File: config.mk
export PLATFORM = sky130hd
export DESIGN_NAME = uart_rx_core
export DESIGN_NICKNAME = d
export VERILOG_FILES = /design/src/rtl/uart_pkg.sv /design/src/rtl/uart_tick_gen.sv /design/src/rtl/uart_rx_core.sv
export SDC_FILE = /design/constraint.sdc
export NUM_CORES = 1
export LEC_CHECK = 0
export CORE_MARGIN = 3
export CORE_UTILIZATION = 48
export DETAILED_ROUTE_END_ITERATION = 8
export PLACE_DENSITY = 0.69
export SLEW_MARGIN = 15
export SYNTH_ARGS = -nofsm -noshare
export SYNTH_HDL_FRONTEND = slang
export SYNTH_SLANG_ARGS = --single-unit
export TNS_END_PERCENT = 1
File: constraint.sdc
create_clock -name clk -period 2.3 [get_ports clk]
set_clock_uncertainty 0.05 [all_clocks]
set_input_delay 0.23 -clock clk [delete_from_list [all_inputs] [get_ports clk]]
set_output_delay 0.23 -clock clk [all_outputs]
set_load 0.02 [all_outputs]
File: src/rtl/uart_pkg.sv
// Shared UART definitions: FSM state encoding, default link constants, divider math.
// Latency: n/a (types, constants and a constant function only).
// Backpressure: n/a.
package uart_pkg;

    // Default link settings, also used by the transmitter.
    localparam int DEF_CLK_FREQ = 125_000_000;
    localparam int DEF_BAUD     = 115_200;

    typedef enum logic [1:0] {
        IDLE  = 2'd0,
        START = 2'd1,
        DATA  = 2'd2,
        STOP  = 2'd3
    } uart_state_t;

    // Clocks per oversample tick, rounded to nearest.
    function automatic int calc_div(input int clk_freq, input int baud, input int oversample);
        return (clk_freq + (baud * oversample) / 2) / (baud * oversample);
    endfunction

endpackage

File: src/rtl/uart_tick_gen.sv
// Restartable clock divider producing a one-cycle tick every DIV clocks.
// Latency: first tick DIV clocks after restart (counter runs 0..DIV-1, tick at DIV-1).
// Backpressure: none; free-running except when restart forces the count to zero.
module uart_tick_gen
    import uart_pkg::*;
#(
    parameter int DIV = calc_div(DEF_CLK_FREQ, DEF_BAUD, 16)
) (
    input  logic clk,
    input  logic rst_n,
    input  logic restart,
    output logic tick
);

    localparam int            CW   = (DIV > 1) ? $clog2(DIV) : 1;
    localparam logic [CW-1:0] LAST = CW'(DIV - 1);

    logic [CW-1:0] r_cnt;

    // Wrap at DIV-1; restart realigns the tick phase to the detected start edge.
    always_ff @(posedge clk or negedge rst_n) begin
        if (!rst_n) begin
            r_cnt <= '0;
        end else if (restart || (r_cnt == LAST)) begin
            r_cnt <= '0;
        end else begin
            r_cnt <= r_cnt + CW'(1);
        end
    end

    assign tick = (r_cnt == LAST) && !restart;

endmodule

File: src/rtl/uart_rx_core.sv
// 8N1 UART receiver with 16x oversampling, byte output on a valid/ready handshake.
// Latency: rx_valid rises 3 clocks after the mid-stop-bit line value (2 sync + 1 register).
// Backpressure: one-byte holding register; a byte completing while it is full and not being
//   accepted is dropped with a one-cycle overrun pulse.
module uart_rx_core
    import uart_pkg::*;
#(
    parameter int CLK_FREQ   = DEF_CLK_FREQ,
    parameter int BAUD       = DEF_BAUD,
    parameter int OVERSAMPLE = 16,
    parameter int DATA_BITS  = 8
) (
    input  logic                 clk,
    input  logic                 rst_n,
    input  logic                 rx_i,
    output logic [DATA_BITS-1:0] rx_data,
    output logic                 rx_valid,
    input  logic                 rx_ready,
    output logic                 frame_err,
    output logic                 overrun,
    output logic                 busy
);

    localparam int DIV = calc_div(CLK_FREQ, BAUD, OVERSAMPLE);
    localparam int TW  = $clog2(OVERSAMPLE);
    localparam int BW  = (DATA_BITS > 1) ? $clog2(DATA_BITS) : 1;

    localparam logic [TW-1:0] TC_MID  = TW'(OVERSAMPLE / 2 - 1);
    localparam logic [TW-1:0] TC_LAST = TW'(OVERSAMPLE - 1);
    localparam logic [BW-1:0] BC_LAST = BW'(DATA_BITS - 1);

    logic                 r_sync1;
    logic                 r_sync2;
    uart_state_t          r_state;
    logic [TW-1:0]        r_tick_cnt;
    logic [BW-1:0]        r_bit_cnt;
    logic [DATA_BITS-1:0] r_shift;
    logic [DATA_BITS-1:0] r_rx_data;
    logic                 r_rx_valid;
    logic                 r_frame_err;
    logic                 r_overrun;
    logic                 r_busy;
    logic                 r_wait_high;

    logic w_rxs;
    logic w_start;
    logic w_tick;

    // Two-flop synchroniser; resets to the idle line level so reset never looks like a start.
    always_ff @(posedge clk or negedge rst_n) begin
        if (!rst_n) begin
            r_sync1 <= 1'b1;
            r_sync2 <= 1'b1;
        end else begin
            r_sync1 <= rx_i;
            r_sync2 <= r_sync1;
        end
    end

    assign w_rxs   = r_sync2;
    // After a framing error (e.g. break) a low line is not a new start until it has gone high.
    assign w_start = (r_state == IDLE) && !r_wait_high && !w_rxs;

    uart_tick_gen #(
        .DIV (DIV)
    ) u_tick_gen (
        .clk     (clk),
        .rst_n   (rst_n),
        .restart (w_start),
        .tick    (w_tick)
    );

    // Frame FSM with registered outputs: start qualify, data shift, stop check, delivery.
    always_ff @(posedge clk or negedge rst_n) begin
        if (!rst_n) begin
            r_state     <= IDLE;
            r_tick_cnt  <= '0;
            r_bit_cnt   <= '0;
            r_shift     <= '0;
            r_rx_data   <= '0;
            r_rx_valid  <= 1'b0;
            r_frame_err <= 1'b0;
            r_overrun   <= 1'b0;
            r_busy      <= 1'b0;
            r_wait_high <= 1'b0;
        end else begin
            r_frame_err <= 1'b0;
            r_overrun   <= 1'b0;

            // Consumer handshake; a delivery in the same cycle below overrides the clear.
            if (r_rx_valid && rx_ready) begin
                r_rx_valid <= 1'b0;
            end

            case (r_state)
                IDLE: begin
                    if (r_wait_high) begin
                        if (w_rxs) begin
                            r_wait_high <= 1'b0;
                        end
                    end else if (!w_rxs) begin
                        r_state    <= START;
                        r_busy     <= 1'b1;
                        r_tick_cnt <= '0;
                        r_bit_cnt  <= '0;
                    end
                end

                START: begin
                    if (w_tick) begin
                        if (r_tick_cnt == TC_MID) begin
                            if (w_rxs) begin
                                // Low pulse shorter than half a bit: treat as noise.
                                r_state <= IDLE;
                                r_busy  <= 1'b0;
                            end else begin
                                r_state    <= DATA;
                                r_tick_cnt <= '0;
                            end
                        end else begin
                            r_tick_cnt <= r_tick_cnt + TW'(1);
                        end
                    end
                end

                DATA: begin
                    if (w_tick) begin
                        if (r_tick_cnt == TC_LAST) begin
                            r_tick_cnt <= '0;
                            // LSB arrives first, so shifting in at the MSB leaves it at bit 0.
                            r_shift    <= {w_rxs, r_shift[DATA_BITS-1:1]};
                            if (r_bit_cnt == BC_LAST) begin
                                r_state <= STOP;
                            end else begin
                                r_bit_cnt <= r_bit_cnt + BW'(1);
                            end
                        end else begin
                            r_tick_cnt <= r_tick_cnt + TW'(1);
                        end
                    end
                end

                STOP: begin
                    if (w_tick) begin
                        if (r_tick_cnt == TC_LAST) begin
                            // Leave at mid stop bit so a back-to-back start edge is not missed.
                            r_state    <= IDLE;
                            r_busy     <= 1'b0;
                            r_tick_cnt <= '0;
                            if (w_rxs) begin
                                if (!r_rx_valid || rx_ready) begin
                                    r_rx_data  <= r_shift;
                                    r_rx_valid <= 1'b1;
                                end else begin
                                    r_overrun <= 1'b1;
                                end
                            end else begin
                                r_frame_err <= 1'b1;
                                r_wait_high <= 1'b1;
                            end
                        end else begin
                            r_tick_cnt <= r_tick_cnt + TW'(1);
                        end
                    end
                end

                default: begin
                    r_state <= IDLE;
                    r_busy  <= 1'b0;
                end
            endcase
        end
    end

    assign rx_data   = r_rx_data;
    assign rx_valid  = r_rx_valid;
    assign frame_err = r_frame_err;
    assign overrun   = r_overrun;
    assign busy      = r_busy;

endmodule

-- Yosys cells after proc, flatten, opt, wreduce, memory -nomap -nowiden
Cells that the tools add are included.
W data, S select, Z words.
- register bits: 39
- input port bits: 4
- output and inout bits: 12
- word-level logic and storage cells: 110
- add/subtract/negate cells: 3
- equal/unequal tests: 20
- mux-type cells: 52
- reduce and logical (&&, ||, !) cells: 22
- operators by type and width (cell ; count):
    $mux W1 ; 25
    $mux W4 ; 6
    $mux W2 ; 10
    $ne A2 B2 Y1 const B ; 9
    $mux W3 ; 5
    $pmux W4 S3 ; 1
    $reduce_and A9 Y1 ; 1
    $ne A2 B1 Y1 const B ; 4
    $pmux W2 S4 ; 1
    $reduce_and A8 Y1 ; 1
    $add A7 B1 Y7 const B ; 1
    $eq A7 B7 Y1 const B ; 1
    $mux W7 ; 1
    $pmux W3 S2 ; 1
    $reduce_and A3 Y1 ; 2
    $reduce_and A6 Y1 ; 1
    $reduce_and A5 Y1 ; 1
    $add A4 B1 Y4 const B ; 1
    $eq A2 B2 Y1 const B ; 2
    $eq A4 B3 Y1 const B ; 1
    $eq A4 B4 Y1 const B ; 1
    $logic_and A1 B1 Y1 ; 4
    $logic_not A1 Y1 ; 4
    $reduce_and A4 Y1 ; 1
    10 further kinds ; 12

-- Logic depth before layout (Yosys ltp)
Gate-level depths: netlist (run 1).
- word-level depth: 7
- mapped depth: 6
- gate-level depth less buffers: 6

-- Modules after synthesis
From an unflattened synthesis (run 1), not the netlist that was laid out.
- cells, all modules: 156
- area total of the unflattened synthesis: 1870.5 um^2
- modules (own cells, without submodules) (module ; instances ; cells each ; area an instance (um^2) ; seq. area each (um^2)):
    uart_rx_core ; 1 ; 124 ; 1542.7 ; 803.3
    uart_tick_gen ; 1 ; 32 ; 327.8 ; 175.2

-- Worst setup path before layout (run 1)
Ideal clock, no wire load.
- path type: register -> register
- start: register u_tick_gen.r_cnt[0]
- end: register r_rx_data[0] (netlist: rx_data[0])
- setup time: 0.125 ns
- arrival: 1.703 ns
- required time: 2.125 ns
- slack: 0.422 ns
- stages on the path, launching flop included: 7
- buffers on the path: 1
- clock period less this slack: 1.878 ns
- path through: dfrtp_1 > ha_1 > and2_0 > clkbuf_1 > nand3_2 > nor2_2 > mux2_2
- word-level cells in the longest chain between the ends: 3
- RTL lines (item ; line ; source):
    start, declared ; uart_tick_gen.sv:18 ; logic [CW-1:0] r_cnt;
    start signal, assigned ; uart_tick_gen.sv:27 ; r_cnt <= r_cnt + CW'(1);
    $eq A7 B7 Y1 ; uart_tick_gen.sv:31 ; assign tick = (r_cnt == LAST) && !restart;
    $logic_and A1 B1 Y1 ; uart_tick_gen.sv:31 ;
    $reduce_and A5 Y1 (no line) ; - ;
    end signal, assigned ; uart_rx_core.sv:152 ; r_rx_data <= r_shift;
    end, declared ; uart_rx_core.sv:38 ; logic [DATA_BITS-1:0] r_rx_data;
Every way passes these cells.
A chain may end at the register's enable or synchronous reset.

-- Final worst setup path (run 1)
- start: register u_tick_gen.r_cnt[0]
- end: register r_rx_data[6] (netlist: rx_data[6])
The elaborated chain is that of the path after synthesis.

==> impl_results.md, run 1 <==
- Total CTS buffers: 5
- Avg Cell Area, Syn: approximately 12 sq um
- Vias/cell: around 5.5
- Largest net degree at the start of global routing: 40
- Multi-input gate area: around 740 sq um
- PD cells: a little under 600 nW/um^2
- Post-route ant nets: 0
- Gr ovfl total: 0
- Ys async rst share: 100%
- Synth Area in XOR/XNOR: roughly 3.5%
- Switching Fraction: between 10% and 20%
- Max Buffers Root-to-Sink: 2
- Leakage: 0.952 nW
- Post-Synth Simple-Gate Area: 17.8%
- Post-synth EDFFs: 0
- PortBufs: 15
- Post-synthesis cell type count: 36
- RePlAce Congestion: 0.950
- Fillers: 290
- Synthesis-stage register bit count: 39
- Core ar.: about 3400 sq um
- Crit end category: flip-flop
- Final setup TNS: 0 ns
- CTS root buf: clkbuf_4
- Chip width: 66.3 microns
- Max-cap viol count: 0
- Slack of the worst reg-to-reg path: 0.17 ns
- Netlist Area Pre-Place: 1740 sq um
- Cell area after placement: between 1500 and 2000 sq um
- Detailed Place HPWL: 2100 microns
- Final count of hold timing violations: 0
- CP endpoint: rx_data[6]$_DFFE_PN0P_
- Setup violators final: 0
- NumNets Final: about 180
- Setup WS post-layout: between 0.15 and 0.2 ns
- Fin. max-slew vios: 0
- Period minus WS final: about 2.1 ns
- Fraction of layout cells with a size suffix above 1: 24.3%
- # rows: 21
- Clock sink count: 39
- Synth Area in Compound Gates: 6.75%
- Starting density of the core: around half
- TritonCTS clock tree: done
- Number of diodes: 0
- Power share of the clock group: approximately 40%
- Overall global routing resource usage: between 15 and 20%
- Clock insertion delay at the later pin of the skew report: around 0.34 ns
- Critical Path RT: approximately 2.5 ns
- TritonRoute pass-1 iters: 4
- CTS clock-pin slew for the worst setup and hold paths: 0.11 ns
- Startpoint Class: flip-flop
- Net count after synthesis: between 150 and 200
- Flop pwr share: 58.2%
- DIE AREA: ~4400 sq um
- Total I/O pin count: 16
- Post-synthesis mux area share: a little under an eighth
- P_int: roughly 950 uW
- Fin area: a little over 2000 sq um
- Adder-Cell Fraction of Synth Area: roughly 2.9%
- Vias in the first global route: 1061
- Area grow syn2layout: 16.9%
- Primary FF master, synth: dfrtp_1
- Hold Slack: ~0.24 ns
- Min-Delay Path Class: in -> reg
- Starting DRT DRC Count: 45
- Worst slew pin tran: approximately 0.83 ns
- Vias: 1182
- Maximum VDD drop: around 0.00036 V
- Max Freq: roughly 470 MHz
- Pre-CTS setup slack: about 0.16 ns
- Die height: roughly 66 microns
- H-tree depth: 2
- Slew headroom: approximately 45%
- PostCTS Resize Cnt: 0
- Initial antenna violation count: 0
- CP Class: reg -> reg
- Routed wire length: 2940 microns
- Yosys warns: 0
- DRC: 0
- Comb pwr share: 1.5%
- Synth Instances: approximately 150
- Routed length per instance: 13.7 microns
- CP Launch Point: u_tick_gen.r_cnt[0]$_DFF_PN0_
- Largest family of logic cells by synthesized area: simple AND/OR/NAND/NOR gates
- Setup repair after global routing missed its margin: false
- P_sw: ~240 uW
- Status: completed
- Seq/Total Area, Yosys: between 50% and 60%
- Final period utilization: 92.5%
- R2r startpoint: u_tick_gen.r_cnt[0]$_DFF_PN0_
- Reg area: a little under 1000 sq um
- R2r endpoint: rx_data[6]$_DFFE_PN0P_
- CP Data Arrival Time: between 2 and 2.5 ns
- Worst-path fanout max: 8
- Global-route wire length before repair: 5050 microns
- Reg2reg path depth: 5
synthesized netlist by cell type (all sizes together) (2+ instances only):
cell	count	share of area, %
nor2	21	4.7
nand3	10	3.2
xnor2	4	2.0
nand2	10	2.6
o21ai	5	1.4
clkbuf	5	1.1
dfrtp	37	53
mux2	18	12
and3	3	1.2
a21oi	5	1.4
o2bb2ai	2	1.0
nor3	2	1.2
xor2	3	1.5
dfstp	2	3.0
ha	4	2.9
nand4	2	0.72
nor4	2	1.6
worst min path at each step:
stage	from	to	slack, ns	cells after the start
finish	rx_i	r_sync1$_DFF_PN1_	0.24	1
global route	rx_i	r_sync1$_DFF_PN1_	0.22	1
CTS	rx_i	r_sync1$_DFF_PN1_	0.22	1
detailed placement	r_sync1$_DFF_PN1_	r_sync2$_DFF_PN1_	0.30	0
global placement	r_sync1$_DFF_PN1_	r_sync2$_DFF_PN1_	0.30	0
floorplan	rst_n	asynchronous set/reset pin	-0.12	0
critical path: stages (launching register included):
cell,delay [ns]
dfrtp_1,0.38
ha_1,0.21
and2_0,0.41
nand3_2,0.19
nor2_2,0.40
mux2_2,0.38
power groups by stage:
| stage | Clock [mW] | Sequential (mW) | Combinational (mW) |
|---|---|---|---|
| finish | 0.478 | 0.692 | 0.0183 |
| global route | 0.522 | 0.693 | 0.0217 |
| CTS | 0.492 | 0.692 | 0.0195 |
| detailed placement | 0 | 0.705 | 0.0182 |
| global placement | 0 | 0.705 | 0.0180 |
| floorplan | 0 | 0.703 | 0.00281 |
through the flow:
| stage | cells | power [mW] | utilization (%) |
|---|---|---|---|
| CTS | 215 | 1.20 | 59.7 |
| floorplan | 148 | 0.705 | - |
| global route | 215 | 1.24 | 59.7 |
| global placement | 206 | 0.723 | 56.8 |
| finish | 215 | 1.19 | 59.7 |
| detailed placement | 206 | 0.723 | 56.8 |
layer usage:
metal	vias to the layer above	part of all wire, %	global-route usage (%)	wire [microns]
met5	-	0	0	0
met4	0	1.9	7.61	56
met3	6	5.2	5.10	152
met2	30	47	21.7	1380
met1	587	46	21.8	1350
li1	559	-	-	-
final cells by class:
class / instances / area share (%)
sequential: 39 / 48.0
multi-input combinational: 103 / 36.4
timing repair buffer: 18 / 8.35
tap: 46 / 2.82
clock buffer: 6 / 2.52
clock inverter: 2 / 1.72
inverter: 1 / 0.184
logic make-up after synthesis:
logic type,after synthesis
DFF,39
and+or+nand+nor,56
AOI/OAI and AO/OA,18
muxes,18
adders and majority gates,4
xor gates and xnor gates,7
buffers and inverters,6
sequential cells by signal, indices dropped and copies added, names as in the netlist, named ones only:
name,count
r_shift,8
rx_data,8
u_tick_gen.r_cnt,7
r_tick_cnt,4
r_bit_cnt,3
busy,1
frame_err,1
overrun,1
r_state,1
r_sync1,1
r_sync2,1
r_wait_high,1
rx_valid,1
cell usage in the layout, fill, tap and decap left out, types with 2 or more instances in the layout:
cell / instances
xnor2_1: 4
ha_1: 4
a21oi_1: 5
nand2_1: 9
dfstp_2: 2
xor2_1: 3
o2bb2ai_1: 2
and3_2: 2
nor2_1: 20
clkdlybuf4s50_1: 14
nand4_1: 2
clkbuf_4: 5
nand3_1: 9
o21ai_0: 5
mux2_2: 18
buf_4: 2
dfrtp_1: 37
what timing repair did:
item,CTS,global route
endpoints found under the hold margin,37,0
setup buffers,0,0
hold buffers,1,0
Note: power is estimated with default switching activity, not from simulation.
==> run 2: changes to the inputs <==
Settings changed: ABC_CLOCK_PERIOD_IN_PS set to 2300, CORE_ASPECT_RATIO set to 0.5, GPL_TIMING_DRIVEN set to 1.
==> impl_results.md, run 2 (synthesis gave the netlist of run 1 again) <==
- Status: complete, but fails checks (was completed)
- Violated checks: negative hold slack
- Max-cap viol count: 0 (unchanged)
- Worst-path fanout max: 8 (unchanged)
- RePlAce Congestion: 0.814 (was 0.950)
- Gr ovfl total: 0 (unchanged)
- # rows: 14 (was 21)
- NumNets Final: 174 (was 176)
- Multi-input gate area: 742 sq um (unchanged)
- CP Data Arrival Time: 2.30 ns (was 2.32 ns)
- DIE AREA: 4430 sq um (was 4390 sq um)
- Power share of the clock group: 39.4% (was 40.2%)
- Slew headroom: 43.8% (was 44.5%)
- PortBufs: 15 (unchanged)
- Fin. max-slew vios: 0 (unchanged)
- Core ar.: 3220 sq um (was 3420 sq um)
- Hold Slack: -0.0179 ns (was 0.236 ns)
- Final count of hold timing violations: 18 (was 0)
- Total I/O pin count: 16 (unchanged)
- Maximum VDD drop: 0.000428 V (was 0.000358 V)
- Switching Fraction: 22.6% (was 20.0%)
- PD cells: 578 nW/um^2 (was 583 nW/um^2)
- P_sw: 264 uW (was 237 uW)
- Period minus WS final: 2.16 ns (was 2.13 ns)
- Startpoint Class: flip-flop (unchanged)
- Postcts setup bufs: 0 (unchanged)
- Post-CTS Hold Buffers: 0 (was 1)
- Worst slew pin tran: 0.843 ns (was 0.832 ns)
- Starting DRT DRC Count: 63 (was 45)
- Clock insertion delay at the later pin of the skew report: 0.29 ns (was 0.34 ns)
- Reg area: 978 sq um (unchanged)
- Routed wire length: 3100 microns (was 2940 microns)
- Fraction of layout cells with a size suffix above 1: 23.4% (was 24.3%)
- Vias: 1162 (was 1182)
- Initial antenna violation count: 0 (unchanged)
- R2r endpoint: rx_data[2]$_DFFE_PN0P_ (was rx_data[6]$_DFFE_PN0P_)
- Overall global routing resource usage: 16.2% (was 15.6%)
- Critical Path RT: 2.43 ns (was 2.49 ns)
- H-tree depth: 2 (unchanged)
- Routed length per instance: 14.4 microns (was 13.7 microns)
- CP Class: reg -> reg (unchanged)
- Slack of the worst reg-to-reg path: 0.14 ns (was 0.17 ns)
- Vias in the first global route: 1220 (was 1061)
- Pre-CTS setup slack: 0.138 ns (was 0.155 ns)
- CTS root buf: clkbuf_8 (was clkbuf_4)
- Vias/cell: 5.40 (was 5.50)
- TritonRoute pass-1 iters: 4 (unchanged)
- P_int: 905 uW (was 951 uW)
- R2r startpoint: u_tick_gen.r_cnt[0]$_DFF_PN0_ (unchanged)
- Max Buffers Root-to-Sink: 2 (unchanged)
- Comb pwr share: 1.5% (about the same)
- Overall power: 1.17 mW (was 1.19 mW)
- TritonCTS clock tree: done (unchanged)
- Number of diodes: 0 (unchanged)
- Cell area after placement: 1940 sq um (about the same)
- Total CTS buffers: 5 (unchanged)
- Chip width: 91.2 microns (was 66.3 microns)
- Most frequent cells in the layout: 37 x dfrtp_1, 20 x nor2_1, 18 x mux2_2 (unchanged)
- Fin area: 2020 sq um (was 2040 sq um)
- Setup WS post-layout: 0.136 ns (was 0.173 ns)
- Setup violators final: 0 (unchanged)
- Commonest non-fill, non-tap cell in the layout: dfrtp_1 (unchanged)
- Global-route wire length before repair: 5650 microns (was 5050 microns)
- Clock sink count: 39 (unchanged)
- PostCTS Resize Cnt: 0 (unchanged)
- Fillers: 275 (was 290)
- Final setup TNS: 0 ns (unchanged)
- Min-Delay Path Class: in -> async (was in -> reg)
- Post-route ant nets: 0 (unchanged)
- Setup repair after global routing missed its margin: false (unchanged)
- Final period utilization: 94.1% (was 92.5%)
- Starting density of the core: 54.1% (was 51.0%)
- Area grow syn2layout: 16.0% (was 16.9%)
- Die height: 48.6 microns (was 66.3 microns)
- Flop pwr share: 59.2% (was 58.2%)
- Largest net degree at the start of global routing: 40 (unchanged)
- DRC: 0 (unchanged)
- Detailed Place HPWL: 2130 microns (was 2100 microns)
- Leakage: 0.936 nW (was 0.952 nW)
- CTS clock-pin slew for the worst setup and hold paths: 0.08 ns (was 0.11 ns)
- Crit end category: flip-flop (unchanged)
- Max Freq: 462 MHz (was 470 MHz)
- Reg2reg path depth: 5 (unchanged)
[run 2: power groups by stage]
stage	Clock (mW)	Combinational [mW]	Sequential [mW]
floorplan	0	0.00281	0.703
global placement	0	0.0184	0.705
detailed placement	0	0.0187	0.705
CTS	0.465	0.0188	0.692
global route	0.500	0.0206	0.692
finish	0.460	0.0172	0.692
[run 2: worst max-delay path: stages, from the launching register on]
cell	delay [ns]
dfrtp_1	0.37
ha_1	0.21
and2_0	0.43
nand3_2	0.19
nor2_2	0.41
mux2_2	0.39
[run 2: layer usage]
layer | track usage (%) | up-vias | share of wire [%]
met4 | 5.25 | 0 | 1.1
met2 | 25.3 | 24 | 43
met3 | 4.95 | 5 | 4.7
li1 | - | 555 | -
met1 | 21.7 | 578 | 51
met5 | 0 | - | 0
[run 2: metrics by stage]
step,cells,utilization [%]
2_1_floorplan,148,-
3_3_place_gp,207,60.1
3_5_place_dp,207,60.1
4_1_cts,215,62.7
5_1_grt,215,62.7
6_report,215,62.7
[run 2: cell type report]
type,instances,share of cell area (%)
clock inverters,2,0.619
well taps,48,2.97
flip-flops and latches,39,48.4
repair buffers,16,7.55
clock buffers,6,3.59
inverters,1,0.186
multi-input cells,103,36.7
[run 2: worst max path at each step]
stage	from	endpoint	slack [ns]	cells past startpoint
floorplan	u_tick_gen.r_cnt[0]$_DFF_PN0_	rx_data[0]$_DFFE_PN0P_	0.42	6
global placement	u_tick_gen.r_cnt[3]$_DFF_PN0_	rx_data[1]$_DFFE_PN0P_	0.22	4
detailed placement	u_tick_gen.r_cnt[0]$_DFF_PN0_	rx_data[2]$_DFFE_PN0P_	0.14	5
CTS	u_tick_gen.r_cnt[0]$_DFF_PN0_	rx_data[2]$_DFFE_PN0P_	0.13	5
global route	u_tick_gen.r_cnt[0]$_DFF_PN0_	rx_data[2]$_DFFE_PN0P_	0.008	5
finish	u_tick_gen.r_cnt[0]$_DFF_PN0_	rx_data[2]$_DFFE_PN0P_	0.14	5
==> run 3: changes to the inputs <==
Settings changed: CTS_CLUSTER_SIZE set to 14.
==> results of run 3 <==
The final DEF is identical to that of run 2; final timing and power are the same.
